===== src/rtl/hit_frame_pkg.sv =====
// -----------------------------------------------------------------------------
// hit_frame_pkg
// Shared constants, state encoding and word-slice helper for the hit-array
// link. The transmit framer (hit_array_framer) and the far-end receiver both
// import this package so that the payload word order is defined in one place.
//
// Optional feature macro: HIT_FRAMER_CHECKSUM_EN
//   defined   -> frames carry a trailing XOR check word (FRAME_LEN = 9)
//   undefined -> no check word                          (FRAME_LEN = 8)
// -----------------------------------------------------------------------------
package hit_frame_pkg;

    localparam int          ARRAY_W       = 38;
    localparam logic [15:0] HEADER        = 16'hAAAA;
    localparam logic [15:0] IDLE_WORD     = 16'h0000;
    localparam int          PAYLOAD_WORDS = 6;

`ifdef HIT_FRAMER_CHECKSUM_EN
    // header + sequence + payload + check word
    localparam int          FRAME_LEN     = PAYLOAD_WORDS + 3;
`else
    // header + sequence + payload
    localparam int          FRAME_LEN     = PAYLOAD_WORDS + 2;
`endif

    // Index of the last payload word inside the PAY state.
    localparam logic [2:0]  LAST_PAY_IDX  = 3'(PAYLOAD_WORDS - 1);

    typedef enum logic [2:0] {
        ST_IDLE = 3'd0,
        ST_HDR  = 3'd1,
        ST_SEQ  = 3'd2,
        ST_PAY  = 3'd3,
        ST_CHK  = 3'd4
    } frame_state_t;

    // Payload word idx of an event. Each 38-bit row is split low-to-high into
    // two full 16-bit words plus a 6-bit remainder, row 0 first. All bits,
    // including bit 0 and bit 37, travel unchanged.
    function automatic logic [15:0] hit_word_slice(
        input logic [ARRAY_W-1:0] a0,
        input logic [ARRAY_W-1:0] a1,
        input logic [2:0]         idx
    );
        logic [15:0] w;
        w = IDLE_WORD;
        case (idx)
            3'd0:    w = a0[15:0];
            3'd1:    w = a0[31:16];
            3'd2:    w = {10'b0, a0[37:32]};
            3'd3:    w = a1[15:0];
            3'd4:    w = a1[31:16];
            3'd5:    w = {10'b0, a1[37:32]};
            default: w = IDLE_WORD;
        endcase
        return w;
    endfunction

endpackage


===== src/rtl/hit_frame_checksum.sv =====
// -----------------------------------------------------------------------------
// hit_frame_checksum
// 16-bit XOR accumulator for the optional frame check word. Only built when
// HIT_FRAMER_CHECKSUM_EN is defined; the default build has no accumulator.
//
// Ports:
//   clk  in   1   system clock
//   rst  in   1   synchronous active-high reset
//   clr  in   1   restart accumulation (start of a new frame)
//   en   in   1   fold din into the running value this cycle
//   din  in  16   word being folded in
//   sum  out 16   registered running XOR
// -----------------------------------------------------------------------------
`ifdef HIT_FRAMER_CHECKSUM_EN
module hit_frame_checksum (
    input  logic        clk,
    input  logic        rst,
    input  logic        clr,
    input  logic        en,
    input  logic [15:0] din,
    output logic [15:0] sum
);

    logic [15:0] r_acc;

    // clr has priority over en: a clear and an accumulate never coincide
    // inside the framer, but a clear must always win if they did.
    always_ff @(posedge clk) begin
        if (rst || clr) begin
            r_acc <= 16'h0000;
        end else if (en) begin
            r_acc <= r_acc ^ din;
        end
    end

    assign sum = r_acc;

endmodule
`endif


===== src/rtl/hit_array_framer.sv =====
// -----------------------------------------------------------------------------
// hit_array_framer
// Transmit-side framer for the hit-array link. One accepted event (two 38-bit
// hit arrays) becomes a fixed-length frame of 16-bit words:
//   HEADER, seq_cnt, six payload words [, XOR check word]
// Optional feature macro: HIT_FRAMER_CHECKSUM_EN (appends the check word).
//
// Ports:
//   clk         in   1   system clock, rising edge
//   rst         in   1   synchronous active-high reset
//   array_in0   in  38   row-0 hit array, captured on accept
//   array_in1   in  38   row-1 hit array, captured on accept
//   in_valid    in   1   event available
//   in_ready    out  1   framer can accept an event (registered, state only)
//   tx_word     out 16   current link word (IDLE_WORD outside frames)
//   tx_valid    out  1   tx_word is a frame word
//   tx_ready    in   1   serializer consumes tx_word this cycle
//   frame_busy  out  1   a frame is in flight
//   dbg_state   out  3   FSM state (frame_state_t encoding)
//
// Handshakes: a transfer happens on a rising edge where valid && ready are
// both high. Once valid is raised it stays high with its data unchanged until
// that transfer; ready may change freely and never depends combinationally on
// the other side's valid.
// -----------------------------------------------------------------------------
module hit_array_framer
    import hit_frame_pkg::*;
(
    input  logic               clk,
    input  logic               rst,
    input  logic [ARRAY_W-1:0] array_in0,
    input  logic [ARRAY_W-1:0] array_in1,
    input  logic               in_valid,
    output logic               in_ready,
    output logic [15:0]        tx_word,
    output logic               tx_valid,
    input  logic               tx_ready,
    output logic               frame_busy,
    output logic [2:0]         dbg_state
);

    frame_state_t       r_state;
    frame_state_t       w_state_next;
    logic [2:0]         r_idx;
    logic [2:0]         w_idx_next;
    logic [ARRAY_W-1:0] r_hold0;
    logic [ARRAY_W-1:0] r_hold1;
    logic [15:0]        r_seq;
    logic [15:0]        r_tx_word;
    logic [15:0]        w_tx_word_next;
    logic               r_tx_valid;
    logic               w_tx_valid_next;
    logic               r_in_ready;
    logic               w_accept;
    logic               w_advance;
    logic               w_seq_inc;

    assign w_accept  = (r_state == ST_IDLE) && r_in_ready && in_valid;
    assign w_advance = r_tx_valid && tx_ready;

`ifdef HIT_FRAMER_CHECKSUM_EN
    logic        w_chk_en;
    logic [15:0] w_chk_sum;
    logic [15:0] w_chk_word;

    // Fold every word leaving SEQ or PAY; the header never enters the sum.
    assign w_chk_en = w_advance && ((r_state == ST_SEQ) || (r_state == ST_PAY));

    hit_frame_checksum u_checksum (
        .clk (clk),
        .rst (rst),
        .clr (w_accept),
        .en  (w_chk_en),
        .din (r_tx_word),
        .sum (w_chk_sum)
    );

    // The check word is loaded on the same edge that consumes idx5, so the
    // idx5 word is folded in here rather than waiting for the register.
    assign w_chk_word = w_chk_sum ^ r_tx_word;
`endif

    // Next-state and next-output logic. Outputs are registered from the
    // next-state values so the word for a state is on the link the cycle the
    // state is entered.
    always_comb begin
        w_state_next    = r_state;
        w_idx_next      = r_idx;
        w_tx_word_next  = r_tx_word;
        w_tx_valid_next = r_tx_valid;
        w_seq_inc       = 1'b0;

        case (r_state)
            ST_IDLE: begin
                w_tx_word_next  = IDLE_WORD;
                w_tx_valid_next = 1'b0;
                if (w_accept) begin
                    w_state_next    = ST_HDR;
                    w_tx_word_next  = HEADER;
                    w_tx_valid_next = 1'b1;
                end
            end

            ST_HDR: begin
                if (w_advance) begin
                    w_state_next   = ST_SEQ;
                    w_tx_word_next = r_seq;
                end
            end

            ST_SEQ: begin
                if (w_advance) begin
                    w_state_next   = ST_PAY;
                    w_idx_next     = 3'd0;
                    w_tx_word_next = hit_word_slice(r_hold0, r_hold1, 3'd0);
                end
            end

            ST_PAY: begin
                if (w_advance) begin
                    if (r_idx == LAST_PAY_IDX) begin
`ifdef HIT_FRAMER_CHECKSUM_EN
                        w_state_next   = ST_CHK;
                        w_tx_word_next = w_chk_word;
`else
                        w_state_next    = ST_IDLE;
                        w_tx_word_next  = IDLE_WORD;
                        w_tx_valid_next = 1'b0;
                        w_seq_inc       = 1'b1;
`endif
                    end else begin
                        w_idx_next     = r_idx + 3'd1;
                        w_tx_word_next = hit_word_slice(r_hold0, r_hold1, w_idx_next);
                    end
                end
            end

`ifdef HIT_FRAMER_CHECKSUM_EN
            ST_CHK: begin
                if (w_advance) begin
                    w_state_next    = ST_IDLE;
                    w_tx_word_next  = IDLE_WORD;
                    w_tx_valid_next = 1'b0;
                    w_seq_inc       = 1'b1;
                end
            end
`endif

            default: begin
                w_state_next    = ST_IDLE;
                w_tx_word_next  = IDLE_WORD;
                w_tx_valid_next = 1'b0;
            end
        endcase
    end

    always_ff @(posedge clk) begin
        if (rst) begin
            r_state    <= ST_IDLE;
            r_idx      <= 3'd0;
            r_hold0    <= '0;
            r_hold1    <= '0;
            r_seq      <= 16'h0000;
            r_tx_word  <= IDLE_WORD;
            r_tx_valid <= 1'b0;
            r_in_ready <= 1'b0;
        end else begin
            r_state    <= w_state_next;
            r_idx      <= w_idx_next;
            r_tx_word  <= w_tx_word_next;
            r_tx_valid <= w_tx_valid_next;
            // Decoded from the registered state one cycle late: after a frame
            // the link shows one IDLE_WORD cycle before the next accept can be
            // taken, and ready drops on the accepting edge itself.
            r_in_ready <= (r_state == ST_IDLE) && !w_accept;
            if (w_accept) begin
                r_hold0 <= array_in0;
                r_hold1 <= array_in1;
            end
            if (w_seq_inc) begin
                r_seq <= r_seq + 16'd1;
            end
        end
    end

    assign in_ready   = r_in_ready;
    assign tx_word    = r_tx_word;
    assign tx_valid   = r_tx_valid;
    assign frame_busy = (r_state != ST_IDLE);
    assign dbg_state  = r_state;

endmodule


===== config.mk =====
export PLATFORM = sky130hd
export DESIGN_NAME = hit_array_framer
export DESIGN_NICKNAME = d
export VERILOG_FILES = /design/src/rtl/hit_frame_pkg.sv /design/src/rtl/hit_frame_checksum.sv /design/src/rtl/hit_array_framer.sv
export SDC_FILE = /design/constraint.sdc
export NUM_CORES = 1
export LEC_CHECK = 0
export CAP_MARGIN = 20
export CORE_AREA = 5 5 129 131
export CTS_BUF_LIST = sky130_fd_sc_hd__clkbuf_16
export DETAILED_ROUTE_END_ITERATION = 10
export DIE_AREA = 0 0 134 136
export PLACE_DENSITY_LB_ADDON = 0.12
export SLEW_MARGIN = 5
export SYNTH_ARGS = -nofsm -noshare
export SYNTH_HDL_FRONTEND = slang
export SYNTH_SLANG_ARGS = --single-unit

===== constraint.sdc =====
create_clock -name clk -period 3.52 [get_ports clk]
set_input_delay 0.704 -clock clk [delete_from_list [all_inputs] [get_ports clk]]
set_output_delay 0.704 -clock clk [all_outputs]
set_load 0.02 [all_outputs]

==> impl_metrics.env <==
export IMPL_status="finished clean"
export IMPL_grt_pass1_vias=4881
export IMPL_hold_viol=0
export IMPL_worst_pin_slew_ns=0.7911
export IMPL_drt_first_iter_violations=349
export IMPL_die_area_sq_um=18220
export IMPL_grt_setup_unrepaired="false"
export IMPL_path_clk_slew_ns=0.05
export IMPL_yosys_warnings=0
export IMPL_io_buffers=100
export IMPL_cp_max_fo=6
export IMPL_setup_tns_ns=0
export IMPL_synth_cell_types=43
export IMPL_ant_nets=0
export IMPL_critical_path_class="flop to output port"
export IMPL_synthSimpleGateAreaFrac=0.2143
export IMPL_async_reset_ff_frac=0
export IMPL_nets=812
export IMPL_gp_congestion=0.7748
export IMPL_firstDrtPassIters=5
export IMPL_cts_sinks=115
export IMPL_skew_ns=0.01003
export IMPL_slew_viol_final=0
export IMPL_pwr_density_cell_nw_per_um2=614.6
export IMPL_grt_overflow_total=0
export IMPL_hold_path_class="flop to flop"
export IMPL_start_kind="flop"
export IMPL_drc=0
export IMPL_ctsHoldBuffers=0
export IMPL_grtUsageTotal=0.1781
export IMPL_antenna_found_initial=0
export IMPL_busiest_layer="met2"
export IMPL_post_cts_buffers=0
export IMPL_cts_tree="built"
export IMPL_io_pins=102
export IMPL_cts_made_buffers=17
export IMPL_synth_flop_cell="dfxtp_1"
export IMPL_clockBufferDepth=2
export IMPL_setup_viol=0
export IMPL_syn_area_per_cell_sq_um=8.108
export IMPL_path_cells="inv_1 -> ha_1 -> inv_1 -> clkdlybuf4s50_1"
export IMPL_grt_first_pass_wirelength_mm=25.64
export IMPL_period_needed_ns=2.695
export IMPL_layout_cells_non_filler=926
export IMPL_worstSkewPairLatency_ns=0.41
export IMPL_synth_compound_area_share=0.2279
export IMPL_hpwl_mm=11.33
export IMPL_dr_total_vias=4945
export IMPL_synth_area_sq_um=5254
export IMPL_yosys_top_cells_area="dfxtp_1 44%, nand2_1 12%, a21oi_1 9.8%"
export IMPL_synthMuxAreaShare=0.02667
export IMPL_cts_resized=0
export IMPL_start_util=0.3393
export IMPL_cp_top_family="buffers and inverters"
export IMPL_viasPerCell=5.340
export IMPL_met2_usage=0.2799
export IMPL_syn_inst=648
export IMPL_fmaxAchievable_mhz=371.1
export IMPL_critical_path_required_ns=2.82
export IMPL_cpPeakStageDelay_ns=0.64
export IMPL_fp_dieH_um=136
export IMPL_synth_top_area_frac=0.4382
export IMPL_synth_most_common_cell="nand2_1"
export IMPL_met3_usage=0.04182
export IMPL_post_drt_wl_per_cell_um=17.34
export IMPL_wirelength_mm=16.05
export IMPL_yosysSeqAreaShare=0.4382
export IMPL_arrival_ns=1.99
export IMPL_synth_top_family_by_area="compound AO/OA/AOI/OAI gates"
export IMPL_num_rows=46
export IMPL_relSlewSlack=0.4726
export IMPL_die_x_um=134
export IMPL_grtUsageMet1=0.2456
export IMPL_yosysTopAreaCell="dfxtp_1"
export IMPL_synthTopCellsByCount="171 x nand2_1, 115 x dfxtp_1, 103 x a21oi_1, 37 x a22oi_1, 37 x clkbuf_1"
export IMPL_cts_htree_levels=4
export IMPL_n_antenna_cell=0
export IMPL_core_sq_um=15480
export IMPL_root_buffer="clkbuf_16"
export IMPL_grt_start_max_net_pins=77
export IMPL_ir_drop_v=0.0003524
export IMPL_syn_num_nets=739
export IMPL_leakage_nw=2.410
export IMPL_dpl_cell_count=893
export IMPL_crit_slowest_cell="clkdlybuf4s50_1"
export IMPL_crit_top_cell="inv_1"
export IMPL_synth_edf_count=0
export IMPL_critPathCaptureType="output port"
export IMPL_synth_adder_area_share=0.02620
export IMPL_finalCritPeriodShare=0.7655
export IMPL_drv_cap=0
export IMPL_crit_buf_inv=3
export IMPL_layout_drive_gt1_share=0.06676
export IMPL_ys_ff_latch=115
export IMPL_synth_xor_area_frac=0.01500
export IMPL_area_growth_pct=31.86
-- tightest hold or removal path: stages, from the launching register on --
cell and delay [ns]:
dfxtp_1 0.31, nand2_1 0.05, a21oi_1 0.05
-- cell type report --
cell class	count	area, sq um
sequential	115	2302
inverter	5	18.77
clock buffer	17	425.4
tap	192	240.2
timing repair buffer	110	1099
clock inverter	15	148.9
fill	1546	8554
multi-input combinational	472	2694
-- layout by cell type, fill, tap and decap left out, types with 2 or more instances in the layout --
cell             synthesis  routed
nand3_1                 10       9
clkbuf_16                0      17
dfxtp_1                115     115
clkinv_1                 0       4
and2_1                   3       3
ha_1                    11      11
o211ai_1                11      11
inv_1                    5       7
clkinv_2                 0       4
or3_1                    4       4
a22o_1                   8       8
nand4_1                 13      13
nand3_2                  1       2
buf_12                   0       2
nor2_1                  19      19
o21ai_0                  5       5
bufinv_16                0       3
a22oi_1                 37      37
clkdlybuf4s50_1          0      99
or4_1                    4       4
nand3b_1                 2       2
buf_4                    3       9
nor3_1                   3       3
a21oi_1                103     103
and3_1                  13      12
xor2_1                   8       8
nand2_1                171     171
o31ai_1                  4       4
a221o_1                 13      13
and4_4                   2       2
mux2i_1                 14      13
-- power breakdown --
part / leakage (nW) / switching, mW / internal [mW] / total, mW
logic: 1.19 / 0.617 / 0.390 / 1.01
registers: 0.933 / 0.114 / 1.46 / 1.58
clock network: 0.289 / 0.586 / 1.09 / 1.68
total: 2.41 / 1.32 / 2.94 / 4.26
-- flip-flops by register name, indices dropped and copies added (netlist names) --
signal	cells
r_idx	3
r_hold0	38
r_hold1	38
r_seq	16
tx_word	16
in_ready	1
tx_valid	1
dbg_state	2
-- metal layers --
| layer | share of wire | vias to the layer above | wire (um) |
|---|---|---|---|
| met5 | 0 | - | 0 |
| met1 | 0.48 | 2364 | 7720 |
| met4 | 0.0098 | 0 | 158 |
| met2 | 0.47 | 131 | 7476 |
| met3 | 0.044 | 13 | 699 |
| li1 | - | 2437 | - |
-- per-stage QoR --
stage               utilization  instance area, sq um  hold slack [ns]  worst slack [ns]  total power, mW
detailed placement       0.4099                  6346           0.4467            0.8063            2.598
floorplan                     -                  5254           0.4357             1.460            2.218
global route             0.4475                  6928           0.4669            0.7328            4.476
finish                   0.4475                  6928           0.4568            0.8255            4.258
global placement         0.4099                  6346           0.4450            0.8494            2.577
CTS                      0.4470                  6920           0.4542            0.8013            4.280
-- final timing paths --
path                              startpoint         end  slack (ns)  depth (start not counted)
worst max-delay path            dbg_state[0]  frame_busy        0.83                          4
worst min register to register    r_hold1[7]  r_hold1[7]        0.46                          2
worst min-delay path              r_hold1[7]  r_hold1[7]        0.46                          2
worst max register to register      r_idx[0]  tx_word[2]        0.99                          6
-- kinds of logic after synthesis --
group                    after synthesis
AND/OR/NAND/NOR                      250
multiplexers                          14
flip-flops                           115
AO/OA/AOI/OAI                        187
other                                  1
adder cells (fa/ha/maj)               11
buffers and inverters                 61
XOR/XNOR                               9
(Power assumes the default switching activity.)
